==> config.mk <==
export PLATFORM = sky130hd
export DESIGN_NAME = sr_excitation_driver_flat
export DESIGN_NICKNAME = d
export VERILOG_FILES = /design/src/rtl/sr_excitation_driver_if.sv /design/src/rtl/sr_excitation_driver.sv /design/src/flat_wrapper.sv
export SDC_FILE = /design/constraint.sdc
export NUM_CORES = 1
export LEC_CHECK = 0
export BUFFER_PORTS_ARGS = -buffer_cell sky130_fd_sc_hd__buf_2
export CAP_MARGIN = 20
export CORE_UTILIZATION = 44
export CTS_BUF_LIST = sky130_fd_sc_hd__clkbuf_4 sky130_fd_sc_hd__clkbuf_8
export CTS_CLUSTER_DIAMETER = 80
export DETAILED_ROUTE_END_ITERATION = 10
export PLACE_DENSITY = 0.78
export SLEW_MARGIN = 25
export SYNTH_ARGS = -nofsm -noshare
export SYNTH_HDL_FRONTEND = slang
export SYNTH_SLANG_ARGS = --single-unit
==> constraint.sdc <==
create_clock -name clk -period 2.4 [get_ports clk]
set_input_delay 0.12 -clock clk [delete_from_list [all_inputs] [get_ports clk]]
set_output_delay 0.12 -clock clk [all_outputs]
set_load 0.1 [all_outputs]
==> src/rtl/sr_excitation_driver_if.sv <==
// Target-bit handshake bundle for sr_excitation_driver.
interface sr_excitation_driver_if;
  logic in_valid;
  logic in_bit;
  logic in_ready;

  modport master (output in_valid, output in_bit, input in_ready);
  modport slave  (input in_valid, input in_bit, output in_ready);
endinterface

==> src/rtl/sr_excitation_driver.sv <==
// Turns a FIFO of target Q bits into S/R pulses for an SR flop and checks the readback.
// Macro SR_DRV_CHECK_EN enables readback checking (mismatch, err_cnt, qm <- Q resync).
module sr_excitation_driver #(
  parameter int unsigned DEPTH = 4,
  parameter int unsigned CNT_W = 8
) (
  input  logic                 clk,
  input  logic                 rst,
  sr_excitation_driver_if.slave in_if,
  output logic                 S,
  output logic                 R,
  input  logic                 Q,
  output logic                 busy,
  output logic                 mismatch,
  output logic [CNT_W-1:0]     drv_cnt,
  output logic [CNT_W-1:0]     err_cnt
);

  localparam int unsigned AW = (DEPTH > 1) ? $clog2(DEPTH) : 1;

  typedef enum logic [1:0] {IDLE, DRIVE, CHECK} state_t;

  state_t           state_q, state_d;
  logic [DEPTH-1:0] mem_q, mem_d;
  logic [AW-1:0]    wr_ptr_q, wr_ptr_d, rd_ptr_q, rd_ptr_d;
  logic [AW:0]      count_q, count_d;
  logic             t_q, t_d;
  logic             qm_q, qm_d;
  logic             s_q, s_d;
  logic             r_q, r_d;
  logic [CNT_W-1:0] drv_cnt_q, drv_cnt_d;

  logic full, empty, push, pop, head, qm_eff;

  assign full  = (count_q == (AW+1)'(DEPTH));
  assign empty = (count_q == '0);
  assign push  = in_if.in_valid && !full;
  assign head  = mem_q[rd_ptr_q];

  assign in_if.in_ready = !full;
  assign S       = s_q;
  assign R       = r_q;
  assign drv_cnt = drv_cnt_q;
  assign busy    = (state_q != IDLE) || !empty;

`ifdef SR_DRV_CHECK_EN
  logic             chk_fail;
  logic             mismatch_q, mismatch_d;
  logic [CNT_W-1:0] err_cnt_q, err_cnt_d;

  assign mismatch = mismatch_q;
  assign err_cnt  = err_cnt_q;
`else
  logic unused_q;

  assign unused_q = Q;
  assign mismatch = 1'b0;
  assign err_cnt  = '0;
`endif

  always_comb begin
    mem_d    = mem_q;
    wr_ptr_d = wr_ptr_q;
    rd_ptr_d = rd_ptr_q;
    count_d  = count_q;
    if (push) begin
      mem_d[wr_ptr_q] = in_if.in_bit;
      wr_ptr_d        = wr_ptr_q + AW'(1);
    end
    if (pop) begin
      rd_ptr_d = rd_ptr_q + AW'(1);
    end
    case ({push, pop})
      2'b10:   count_d = count_q + (AW+1)'(1);
      2'b01:   count_d = count_q - (AW+1)'(1);
      default: count_d = count_q;
    endcase
  end

  // In CHECK the excitation for a back-to-back pop uses the freshly resynced qm.
  always_comb begin
    state_d   = state_q;
    t_d       = t_q;
    qm_d      = qm_q;
    s_d       = 1'b0;
    r_d       = 1'b0;
    drv_cnt_d = drv_cnt_q;
    pop       = 1'b0;
    qm_eff    = qm_q;
`ifdef SR_DRV_CHECK_EN
    chk_fail  = 1'b0;
`endif
    case (state_q)
      IDLE: begin
        if (!empty) begin
          pop     = 1'b1;
          state_d = DRIVE;
        end
      end
      DRIVE: begin
        state_d = CHECK;
      end
      CHECK: begin
        drv_cnt_d = drv_cnt_q + CNT_W'(1);
`ifdef SR_DRV_CHECK_EN
        qm_eff    = Q;
        chk_fail  = (Q != t_q);
`else
        qm_eff    = t_q;
`endif
        qm_d = qm_eff;
        if (!empty) begin
          pop     = 1'b1;
          state_d = DRIVE;
        end else begin
          state_d = IDLE;
        end
      end
      default: begin
        state_d = IDLE;
      end
    endcase
    if (pop) begin
      t_d = head;
      s_d = head & ~qm_eff;
      r_d = ~head & qm_eff;
    end
  end

`ifdef SR_DRV_CHECK_EN
  always_comb begin
    mismatch_d = chk_fail;
    err_cnt_d  = err_cnt_q;
    if (chk_fail && (err_cnt_q != '1)) begin
      err_cnt_d = err_cnt_q + CNT_W'(1);
    end
  end

  always_ff @(posedge clk or posedge rst) begin
    if (rst) begin
      mismatch_q <= 1'b0;
      err_cnt_q  <= '0;
    end else begin
      mismatch_q <= mismatch_d;
      err_cnt_q  <= err_cnt_d;
    end
  end
`endif

  always_ff @(posedge clk or posedge rst) begin
    if (rst) begin
      state_q   <= IDLE;
      mem_q     <= '0;
      wr_ptr_q  <= '0;
      rd_ptr_q  <= '0;
      count_q   <= '0;
      t_q       <= 1'b0;
      qm_q      <= 1'b0;
      s_q       <= 1'b0;
      r_q       <= 1'b0;
      drv_cnt_q <= '0;
    end else begin
      state_q   <= state_d;
      mem_q     <= mem_d;
      wr_ptr_q  <= wr_ptr_d;
      rd_ptr_q  <= rd_ptr_d;
      count_q   <= count_d;
      t_q       <= t_d;
      qm_q      <= qm_d;
      s_q       <= s_d;
      r_q       <= r_d;
      drv_cnt_q <= drv_cnt_d;
    end
  end

endmodule

==> src/flat_wrapper.sv <==
// flat-port wrapper written by rule: the top's interface ports become plain ports
module sr_excitation_driver_flat 
#(
  parameter int unsigned DEPTH = 4,
  parameter int unsigned CNT_W = 8
)
  (clk, rst, S, R, Q, busy, mismatch, drv_cnt, err_cnt, in_if_in_valid, in_if_in_bit, in_if_in_ready);
  sr_excitation_driver_if in_if_i ();
  input  logic clk;
  input  logic rst;
  output logic S;
  output logic R;
  input  logic Q;
  output logic busy;
  output logic mismatch;
  output logic [CNT_W-1:0] drv_cnt;
  output logic [CNT_W-1:0] err_cnt;
  input wire logic [$bits(in_if_i.in_valid)-1:0] in_if_in_valid;
  input wire logic [$bits(in_if_i.in_bit)-1:0] in_if_in_bit;
  output wire logic [$bits(in_if_i.in_ready)-1:0] in_if_in_ready;
  assign in_if_i.in_valid = in_if_in_valid;
  assign in_if_i.in_bit = in_if_in_bit;
  assign in_if_in_ready = in_if_i.in_ready;
  sr_excitation_driver #(.DEPTH(DEPTH), .CNT_W(CNT_W)) u_core (.clk(clk), .rst(rst), .in_if(in_if_i), .S(S), .R(R), .Q(Q), .busy(busy), .mismatch(mismatch), .drv_cnt(drv_cnt), .err_cnt(err_cnt));
endmodule
; ---- Word level (Yosys, flattened, before mapping)
; Index checks and enable logic that the tools add are counted.
[totals]
reg_bits = 25
input_bits = 5
wordCells = 52
out_inout_bits = 21
[classes]
eq_ne = 6
magnitude_cmp = 3
n_bitwise = 4
addsub = 5
n_reduce_logical = 10
muxes = 14
[op_table]
columns = operator, count
row1 = "8-bit by 1-bit adder with 8-bit output, second input constant", 1
row2 = 1-bit two-way mux, 8
row3 = "2-bit by 3-bit < comparator with 1-bit output, second input constant", 2
row4 = 2-bit case mux with 3 select lines, 1
row5 = 3-bit case mux with 2 select lines, 1
row6 = "2-bit by 1-bit adder with 2-bit output, second input constant", 2
row7 = 4-bit bitwise mux, 1
row8 = "2-bit by 1-bit equality test with 1-bit output, second input constant", 2
row9 = "2-bit equality test, second input constant", 2
row10 = 2-bit nonzero test, 2
row11 = "3-bit by 1-bit adder with 3-bit output, second input constant", 1
row12 = "3-bit equality test, second input constant", 1
row13 = 3-bit zero test, 1
row14 = "3-bit by 1-bit subtractor with 3-bit output, second input constant", 1
row15 = 1-bit AND, 2
row16 = 1-bit binary-select mux with 2-bit select, 1
row17 = 1-bit demux with 2-bit select, 1
row18 = "2-bit by 1-bit greater-or-equal comparator with 1-bit output, second input constant", 1
row19 = 1-bit logical AND, 2
row20 = 1-bit zero test, 2
row21 = 2-bit zero test, 1
row22 = 2-bit two-way mux, 1
row23 = "2-bit != test, second input constant", 1
row24 = 1-bit inverter, 2
row25 = other kinds (2), 2

; ---- Longest topological paths before layout
; Gate-level depths: netlist of the first run.
[depth]
word_depth = 5
ltp_mapped = 9
depth_no_buf = 8

; ---- Worst setup path before layout of the first run
; No wires, ideal clock.
[synth_timing]
kind = reg2reg
start = register u_core.count_q[0]
end = register u_core.count_q[2]
setup_slack_ns = 0.272
setup_time_ns = 0.079
required_time_ns = 2.321
period_less_slack_ns = 2.128
path_buffers = 1
path_stages_with_launch = 10
t_arrival_ns = 2.049
path_cell_list = dfrtp_1 -> or3b_1 -> buf_6 -> nand2_4 -> ha_1 -> inv_1 -> fa_1 -> xor2_1 -> nor2_1 -> xor2_1
[synth_via]
elab_chain_len = 5
word_cells_on_any_way = 12
cone_classes = add/sub (2) / eq/ne (3) / mux (3) / reduce/logical (4)
[synth_rtl]
columns = item, line
row1 = from (decl), sr_excitation_driver.sv:26  ; logic [AW:0] count_q, count_d;
row2 = from (signal assigned), sr_excitation_driver.sv:167  ; count_q <= count_d;
row3 = 3-bit equality test *, sr_excitation_driver.sv:35  ; assign full = (count_q == (AW+1)'(DEPTH));
row4 = 1-bit zero test *, -
row5 = via in_if_in_ready, flat_wrapper.sv:20  ; output wire logic [$bits(in_if_i.in_ready)-1:0] in_if_in_ready;
row6 = 1-bit logical AND *, sr_excitation_driver.sv:37  ; assign push = in_if.in_valid && !full;
row7 = 2-bit by 1-bit equality test with 1-bit output or 2-bit equality test (tied branches), sr_excitation_driver.sv:73  ; case ({push, pop})
row8 = 3-bit case mux with 2 select lines or 2-bit nonzero test (tied branches), -
; Mark *: on every way through the listed nets, which the timed path passes. The rest lies on a longest branch.
; A chain may end at the register's enable or synchronous reset.

; ---- Worst setup path after layout of the first run
[layout_timing]
start = register u_core.count_q[0]
end = register u_core.count_q[2]
[layout_via]
elab_chain_len = 5
word_cells_on_any_way = 12
cone_classes = add/sub (2) / eq/ne (3) / mux (3) / reduce/logical (4)
[layout_rtl]
columns = item, line
row1 = 3-bit zero test or 3-bit equality test (tied branches), "sr_excitation_driver.sv:36, sr_excitation_driver.sv:35"
row2 = 1-bit two-way mux or 1-bit zero test (tied branches), "sr_excitation_driver.sv:95, sr_excitation_driver.sv:112, sr_excitation_driver.sv:37"
row3 = 1-bit two-way mux or 1-bit logical AND (tied branches), -
row4 = 2-bit by 1-bit equality test with 1-bit output or 2-bit equality test (tied branches), sr_excitation_driver.sv:73
row5 = 3-bit case mux with 2 select lines or 2-bit nonzero test (tied branches), -
; Several ways; a longest one is shown, not always the timed one.

==> impl_metrics.env, run 1 <==
export IMPL_postCtsSetupBuffers=0
export IMPL_cp_arrival_ps=2450
export IMPL_yosys_area_top_type="dfrtp_1"
export IMPL_area_delta_synth_final_pct=7.83
export IMPL_syn_area_per_cell_sq_um=12.2
export IMPL_critPathMaxFanout=6
export IMPL_overflow=0
export IMPL_grt_first_pass_wirelength_mm=2.78
export IMPL_cts_clk_slew_worst_paths_ps=130
export IMPL_dieArea_sq_mm=0.00301
export IMPL_crit_required_ps=2640
export IMPL_grtUsageTotal=0.134
export IMPL_path_class="flip-flop to flip-flop"
export IMPL_io_pins=26
export IMPL_cts_buffers=3
export IMPL_wl_mm=1.69
export IMPL_synth_warnings=0
export IMPL_synth_top_area_frac=0.509
export IMPL_place_gp_congestion=0.642
export IMPL_clock_path_buffers=2
export IMPL_relSlewSlack=0.422
export IMPL_cp_start_kind="flip-flop"
export IMPL_drtPass1Iterations=3
export IMPL_dp_hpwl_mm=1.29
export IMPL_core_sq_mm=0.00257
export IMPL_diodes=0
export IMPL_antenna_found_initial=0
export IMPL_portBuffers=15
export IMPL_worstSkewPairLatency_ps=310
export IMPL_holdWs_ps=55.2
export IMPL_route_detailed_drc=0
export IMPL_hold_buffers=0
export IMPL_die_h_um=54.9
export IMPL_worst_pin_slew_ps=862
export IMPL_cp_startpoint="u_core.count_q[0]"
export IMPL_hold_start="in_if_in_bit"
export IMPL_async_flop_share=1.00
export IMPL_min_period_ps=2200
export IMPL_drive_gt1_frac=0.220
export IMPL_cts_sinks=25
export IMPL_grt_max_degree=26
export IMPL_status="finished clean"
export IMPL_fin_crit_sh=0.918
export IMPL_finalSetupViolCount=0
export IMPL_ctsRootBufferMaster="clkbuf_4"
export IMPL_rsz0062_at_grt="false"
export IMPL_synthFlopType="dfrtp_1"
export IMPL_synth_cell_types=30
export IMPL_maxCapViolations=0
export IMPL_ctsResizeCount=0
export IMPL_ant_nets=0
export IMPL_cts_tree="done"
export IMPL_reg2reg_from="u_core.count_q[0]"
export IMPL_endpoint_kind="flip-flop"
export IMPL_postSynthCellCount=101
export IMPL_hold_path_class="primary input to flip-flop"
export IMPL_vias_per_cell=4.68
export IMPL_fmax_ghz=0.454
export IMPL_yosysSeqAreaShare=0.509
export IMPL_maxSlewViolCount=0
export IMPL_yosys_top_cells_area="dfrtp_1, ha_1, buf_4, xnor2_1, xor2_1"
export IMPL_htreeDepth=1
export IMPL_synth_edff_count=0
export IMPL_routedWlPerCell_um=11.4
export IMPL_grt_pass1_vias=660
export IMPL_die_w_um=54.9
export IMPL_ys_seq_elements=25
export IMPL_drtIter0Drc=10
export IMPL_final_setup_skew_ps=8.64
export IMPL_final_nets=131
export IMPL_rows=18
export IMPL_vias=692
export IMPL_netlist_area_sq_mm=0.00123
export IMPL_start_util=0.479
export IMPL_setup_tns_final_ps=0
export IMPL_report_final_hold_viol_count=0
[layer usage]
| layer | share of wire | global-route usage |
|---|---|---|
| met1 | 0.46 | 0.150 |
| met2 | 0.49 | 0.233 |
| met3 | 0.049 | 0.0583 |
| met4 | 0 | 0.0256 |
| met5 | 0 | 0 |
[area by class of cell]
cell class | count | area [sq um]
Fill cell | 243 | 1240
Inverter | 7 | 26.3
Multi-Input combinational cell | 66 | 524
Tap cell | 30 | 37.5
Sequential cell | 25 | 626
Clock buffer | 3 | 22.5
Timing Repair Buffer | 16 | 85.1
Clock inverter | 1 | 5.00
[cell families after synthesis]
kind of cell               after synthesis  synth area share
xor gates and xnor gates                13            0.0926
muxes                                   10            0.0987
other                                    1           0.00305
adders and majority gates                7            0.0773
buffers and inverters                   18            0.0895
and+or+nand+nor                         27             0.130
DFF                                     25             0.509
[cells in the mapped netlist (3+ instances only)]
| library cell | count |
|---|---|
| inv_1 | 7 |
| nor2_1 | 5 |
| buf_4 | 9 |
| xnor2_1 | 7 |
| mux2_2 | 3 |
| dfrtp_1 | 25 |
| xor2_1 | 6 |
| mux2_1 | 4 |
| nand2_1 | 5 |
| ha_1 | 6 |
| nand3_1 | 3 |
[sequential cells by signal (all words and copies together), names as in the netlist]
signal / cells
u_core.R: 1
u_core.S: 1
u_core.count_q: 3
u_core.drv_cnt: 8
u_core.mem_q: 4
u_core.qm_q: 1
u_core.rd_ptr_q: 2
u_core.state_q: 2
u_core.t_q: 1
u_core.wr_ptr_q: 2
[stage by stage]
step / instance area (sq um) / setup slack (ps) / instances / util
floorplan: 1260 / 272 / 109 / -
global placement: 1290 / 283 / 143 / 0.502
detailed placement: 1290 / 216 / 143 / 0.502
CTS: 1320 / 179 / 147 / 0.513
global route: 1330 / 53.1 / 148 / 0.517
finish: 1330 / 198 / 148 / 0.517
[worst paths after layout]
check                                     to  cells past startpoint  slack (ps)
max                        u_core.count_q[2]                      8         200
min                          u_core.mem_q[0]                      2          60
min reg2reg                u_core.drv_cnt[7]                      1         480
min in group asynchronous  u_core.drv_cnt[5]                      3         400
max reg2reg                u_core.count_q[2]                      8         200
max in group asynchronous  u_core.count_q[2]                      3        1590
[critical path, cell delays in order (launching register included)]
cell and delay, ps:
dfrtp_1 450, or3b_1 530, nand2_4 140, ha_1 190
inv_1 60, fa_1 370, xor2_1 150, nor2_1 110
xor2_1 150
[layout by cell type, fill, tap and decap left out, drive strengths merged]
master,n
nor2b,1
or3b,1
and4b,1
nor3,2
nand3,4
clkbuf,3
xor2,6
inv,6
nand4,1
xnor2,7
conb,9
nor4,1
nor3b,1
mux4,1
mux2,7
nand3b,1
dlygate4sd3,1
clkinv,2
dfrtp,25
buf,15
nand2b,1
ha,6
and3,2
fa,1
nor2,5
nand2,6
mux2i,2
Power of run 1 is left out: the tool's default activity adds up to more than one toggle a clock period on the data nets, which glitch-free logic cannot reach.
==> inputs of run 2 (changes only) <==
==> constraint.sdc (replaced) <==
create_clock -name clk -period 2.8 [get_ports clk]
set_input_delay 0.14 -clock clk [delete_from_list [all_inputs] [get_ports clk]]
set_output_delay 0.14 -clock clk [all_outputs]
set_load 0.1 [all_outputs]
==> run 2 against run 1 <==
Effect of this change:
- the run now ends with negative hold slack left
- cell area fell by 0.75%
- die area is the same
- non-clock buffer count fell by 1
- count of clock-buffer cells in the layout unchanged
- utilization fell by 0.39 points
- sequential share of layout area grew 0.36 points
- hold slack got worse by 56 ps
- sequential cell count unchanged
- first-iteration DRC count shrank 60%
- global-route usage shrank 0.30 points
- worst setup slack improved by 410 ps
- largest cell class unchanged
==> impl_metrics.env, run 2 (synthesized netlist as in run 1, its figures left out) <==
export IMPL_status="finished with violations"
export IMPL_failed_checks="negative hold slack"
export IMPL_ant_nets=0
export IMPL_ctsRootBufferMaster="clkbuf_4"
export IMPL_setup_tns_final_ps=0
export IMPL_endpoint_kind="flip-flop"
export IMPL_crit_buf_inv=1
export IMPL_cp_slowest_cell="or3b_1"
export IMPL_diodes=0
export IMPL_grtUsageTotal=0.131
export IMPL_layout_commonest_cell="dfrtp_1"
export IMPL_cts_tree="done"
export IMPL_hold_buffers=0
export IMPL_grt_max_degree=26
export IMPL_rsz0062_at_grt="false"
export IMPL_postCtsSetupBuffers=0
export IMPL_drive_gt1_frac=0.222
export IMPL_die_w_um=54.9
export IMPL_grt_pass1_vias=604
export IMPL_finalSetupViolCount=0
export IMPL_io_pins=26
export IMPL_largest_register_ffs=8
export IMPL_path_class="flip-flop to flip-flop"
export IMPL_rows=18
export IMPL_cp_top_family="simple AND/OR/NAND/NOR gates"
export IMPL_antenna_found_initial=0
export IMPL_final_nets=130
export IMPL_drtIter0Drc=4
export IMPL_fin_crit_sh=0.783
export IMPL_relSlewSlack=0.391
export IMPL_cts_buffers=3
export IMPL_clock_path_buffers=2
export IMPL_max_stage_delay_ps=530
export IMPL_min_period_ps=2190
export IMPL_start_util=0.479
export IMPL_route_detailed_drc=0
export IMPL_core_sq_mm=0.00257
export IMPL_path_common_cell="xor2_1"
export IMPL_final_cell_mix="dfrtp_1, buf_2, conb_1"
export IMPL_fmax_ghz=0.456
export IMPL_holdWs_ps=-0.363
export IMPL_cp_start_kind="flip-flop"
export IMPL_cts_clk_slew_worst_paths_ps=130
export IMPL_vias=696
export IMPL_path_cells="or3b_1 > nand2_4 > ha_1 > inv_1 > fa_1 > xor2_1 > nor2_1 > xor2_1"
export IMPL_hold_path_class="primary input to asynchronous set/reset pin"
export IMPL_portBuffers=15
export IMPL_dp_hpwl_mm=1.27
export IMPL_place_gp_congestion=0.655
export IMPL_drtPass1Iterations=4
export IMPL_worstSkewPairLatency_ps=310
export IMPL_fillers=247
export IMPL_dieArea_sq_mm=0.00301
export IMPL_htreeDepth=1
export IMPL_die_h_um=54.9
export IMPL_crit_required_ps=3050
export IMPL_report_final_hold_viol_count=2
export IMPL_ctsResizeCount=0
export IMPL_critPathMaxFanout=6
export IMPL_overflow=0
export IMPL_final_setup_skew_ps=2.62
export IMPL_grt_first_pass_wirelength_mm=2.61
export IMPL_maxSlewViolCount=0
export IMPL_cts_sinks=25
export IMPL_worst_pin_slew_ps=913
export IMPL_vias_per_cell=4.73
export IMPL_maxCapViolations=0
export IMPL_routedWlPerCell_um=11.6
export IMPL_area_delta_synth_final_pct=7.02
export IMPL_wl_mm=1.70
export IMPL_cp_arrival_ps=2440
run 2: cell types whose count changed in the layout (fill, tap and decap cells not counted), sizes merged:
cell	delta
clkinv	-1
dlygate4sd3	-1
inv	+1
run 2: area by class of cell:
type | count | area (sq um) | area share
Clock inverter | 1 | 5.00 | 0.00380
Sequential cell | 25 | 626 | 0.475
Clock buffer | 3 | 22.5 | 0.0171
Timing Repair Buffer | 15 | 75.1 | 0.0570
Inverter | 7 | 26.3 | 0.0200
Tap cell | 30 | 37.5 | 0.0285
Multi-Input combinational cell | 66 | 524 | 0.398
run 2: metal layers:
layer,wire length [um],vias to the layer above,track usage
li1,-,343,-
met1,811,335,0.159
met2,801,16,0.207
met3,74,2,0.0583
met4,12,0,0.0385
met5,0,-,0
run 2: metrics by stage:
step | worst slack, ps | cell area [sq um] | utilization | std cells | hold WS (ps)
2_1_floorplan | 672 | 1260 | - | 109 | 167
3_3_place_gp | 675 | 1290 | 0.502 | 143 | 381
3_5_place_dp | 628 | 1290 | 0.502 | 143 | 390
4_1_cts | 597 | 1320 | 0.513 | 147 | 27.0
5_1_grt | 508 | 1320 | 0.513 | 147 | 57.6
6_report | 606 | 1320 | 0.513 | 147 | -0.363
run 2: worst paths after layout:
path,from,end,slack (ps),cells past startpoint
worst min-delay path,rst,u_core.drv_cnt[6],-0.4,2
worst min register to register,u_core.drv_cnt[7],u_core.drv_cnt[7],480,1
max in group asynchronous,rst,u_core.count_q[2],2250,2
worst max register to register,u_core.count_q[0],u_core.count_q[2],610,8
worst max-delay path,u_core.count_q[0],u_core.count_q[2],610,8
min in group clk,in_if_in_bit,u_core.mem_q[1],70,2
Power of run 2 is left out for the same reason.
==> inputs of run 3 (changes only) <==
--- a/config.mk
+++ b/config.mk
@@ -11,7 +11,7 @@
 export CTS_BUF_LIST = sky130_fd_sc_hd__clkbuf_4 sky130_fd_sc_hd__clkbuf_8
 export CTS_CLUSTER_DIAMETER = 80
 export DETAILED_ROUTE_END_ITERATION = 10
-export PLACE_DENSITY = 0.78
+export PLACE_DENSITY = 0.8
 export SLEW_MARGIN = 25
 export SYNTH_ARGS = -nofsm -noshare
 export SYNTH_HDL_FRONTEND = slang
==> constraint.sdc (replaced) <==
create_clock -name clk -period 1.8 [get_ports clk]
set_input_delay 0.09 -clock clk [delete_from_list [all_inputs] [get_ports clk]]
set_output_delay 0.09 -clock clk [all_outputs]
set_load 0.1 [all_outputs]
==> run 3 against run 2 <==
Effect of this change:
- the run ends with negative setup slack left
- cell area is 9.2% higher
- non-clock buffer count rose by 12
- die area stayed put
- first-iteration DRC count increased by 100%
- worst setup slack got worse by 680 ps
- sequential share of layout area is 4.0 points lower
- cell count grew 8.2%
- via count rose by 7.9%
- clock skew is 0.83 ps lower
- count of clock-buffer cells in the layout stayed put
- hold slack gained 13 ps
- utilization rose by 4.7 points
==> impl_metrics.env, run 3 (synthesized netlist as in run 1, its figures left out) <==
export IMPL_place_gp_congestion=0.660
export IMPL_layout_commonest_cell="dfrtp_1"
export IMPL_diodes=0
export IMPL_io_pins=26
export IMPL_path_class="flip-flop to flip-flop"
export IMPL_fin_area_sq_mm=0.00144
export IMPL_report_final_hold_viol_count=0
export IMPL_wl_mm=1.88
export IMPL_dieArea_sq_mm=0.00301
export IMPL_critPathMaxFanout=2
export IMPL_grt_busiest_layer="met2"
export IMPL_overflow=0
export IMPL_route_detailed_drc=0
export IMPL_vias=751
export IMPL_cts_sinks=25
export IMPL_ctsRootBufferMaster="clkbuf_4"
export IMPL_grt_first_pass_wirelength_mm=3.15
export IMPL_grt_max_degree=26
export IMPL_drtIter0Drc=8
export IMPL_ctsResizeCount=0
export IMPL_grt_use_met2=0.269
export IMPL_status="finished with violations"
export IMPL_die_h_um=54.9
export IMPL_htreeDepth=1
export IMPL_cts_buffers=3
export IMPL_rsz0062_at_grt="true"
export IMPL_grt_util_met1=0.171
export IMPL_drive_gt1_frac=0.318
export IMPL_endpoint_kind="flip-flop"
export IMPL_maxSlewViolCount=0
export IMPL_cp_arrival_ps=2130
export IMPL_reg2reg_slack_ps=-70
export IMPL_die_w_um=54.9
export IMPL_core_sq_mm=0.00257
export IMPL_dp_hpwl_mm=1.44
export IMPL_final_cell_mix="dfrtp_1, buf_2, buf_4"
export IMPL_rows=18
export IMPL_drtPass1Iterations=4
export IMPL_worstSkewPairLatency_ps=320
export IMPL_routedWlPerCell_um=11.8
export IMPL_antenna_found_initial=0
export IMPL_start_util=0.479
export IMPL_cts_clk_slew_worst_paths_ps=140
export IMPL_grt_pass1_vias=732
export IMPL_cp_start_kind="flip-flop"
export IMPL_area_delta_synth_final_pct=16.9
export IMPL_final_setup_skew_ps=1.79
export IMPL_grtUsageTotal=0.155
export IMPL_fmax_ghz=0.535
export IMPL_largest_register_ffs=8
export IMPL_min_period_ps=1870
export IMPL_placed_cell_area_sq_mm=0.00138
export IMPL_met3_usage=0.0611
export IMPL_clock_path_buffers=2
export IMPL_failed_checks="negative setup slack"
export IMPL_portBuffers=15
export IMPL_fin_crit_sh=1.04
export IMPL_final_nets=142
export IMPL_cts_tree="done"
export IMPL_crit_required_ps=2060
export IMPL_maxCapViolations=0
export IMPL_hold_path_class="primary input to flip-flop"
export IMPL_finalSetupViolCount=1
export IMPL_layout_setup_ws_ps=-69.9
export IMPL_vias_per_cell=4.72
export IMPL_ant_nets=0
-- run 3: repair_timing --
item | 4_1_cts | 5_1_grt
hold buffers | 1 | 0
pin swaps | 2 | 0
setup buffers | 1 | 1
hold endpoints to repair | 25 | 0
endpoints found under the setup margin | 1 | 2
-- run 3: through the flow --
stage | cells | utilization | hold WS [ps] | setup WS (ps) | TNS (ps)
5_1_grt | 159 | 0.560 | 7.16 | -202 | -214
6_report | 159 | 0.560 | 12.7 | -69.9 | -69.9
3_3_place_gp | 152 | 0.538 | 150 | -39.2 | -39.2
4_1_cts | 158 | 0.557 | 4.44 | -85.5 | -85.5
2_1_floorplan | 109 | - | 117 | -187 | -265
3_5_place_dp | 152 | 0.538 | 154 | -99.2 | -99.2
-- run 3: critical path, cell delays in order, from the launching register on --
cell and delay, ps:
dfrtp_1 410, or3b_4 440, nand2_8 80, ha_4 130
inv_2 40, fa_2 320, xor2_1 140, nor2_1 110
xor2_1 140
-- run 3: worst paths after layout --
check,cells after the start,from,to
max reg2reg,8,u_core.count_q[0],u_core.count_q[2]
min reg2reg,1,u_core.drv_cnt[7],u_core.drv_cnt[7]
min,2,in_if_in_bit,u_core.mem_q[0]
min in group asynchronous,4,rst,u_core.drv_cnt[5]
max,8,u_core.count_q[0],u_core.count_q[2]
max in group asynchronous,4,rst,u_core.state_q[0]
-- run 3: per-layer routing --
layer,wire [um],part of all wire
met2,967,0.51
met5,0,0
met1,821,0.44
met4,10,0.0053
met3,83,0.044
-- run 3: layout make-up --
class	instances	area, sq um
clock buffer	3	22.5
clock inverter	1	7.51
fill	250	1130
inverter	7	26.3
multi-input combinational	66	551
sequential	25	626
tap	30	37.5
timing repair buffer	27	168
Power of run 3 is left out for the same reason.
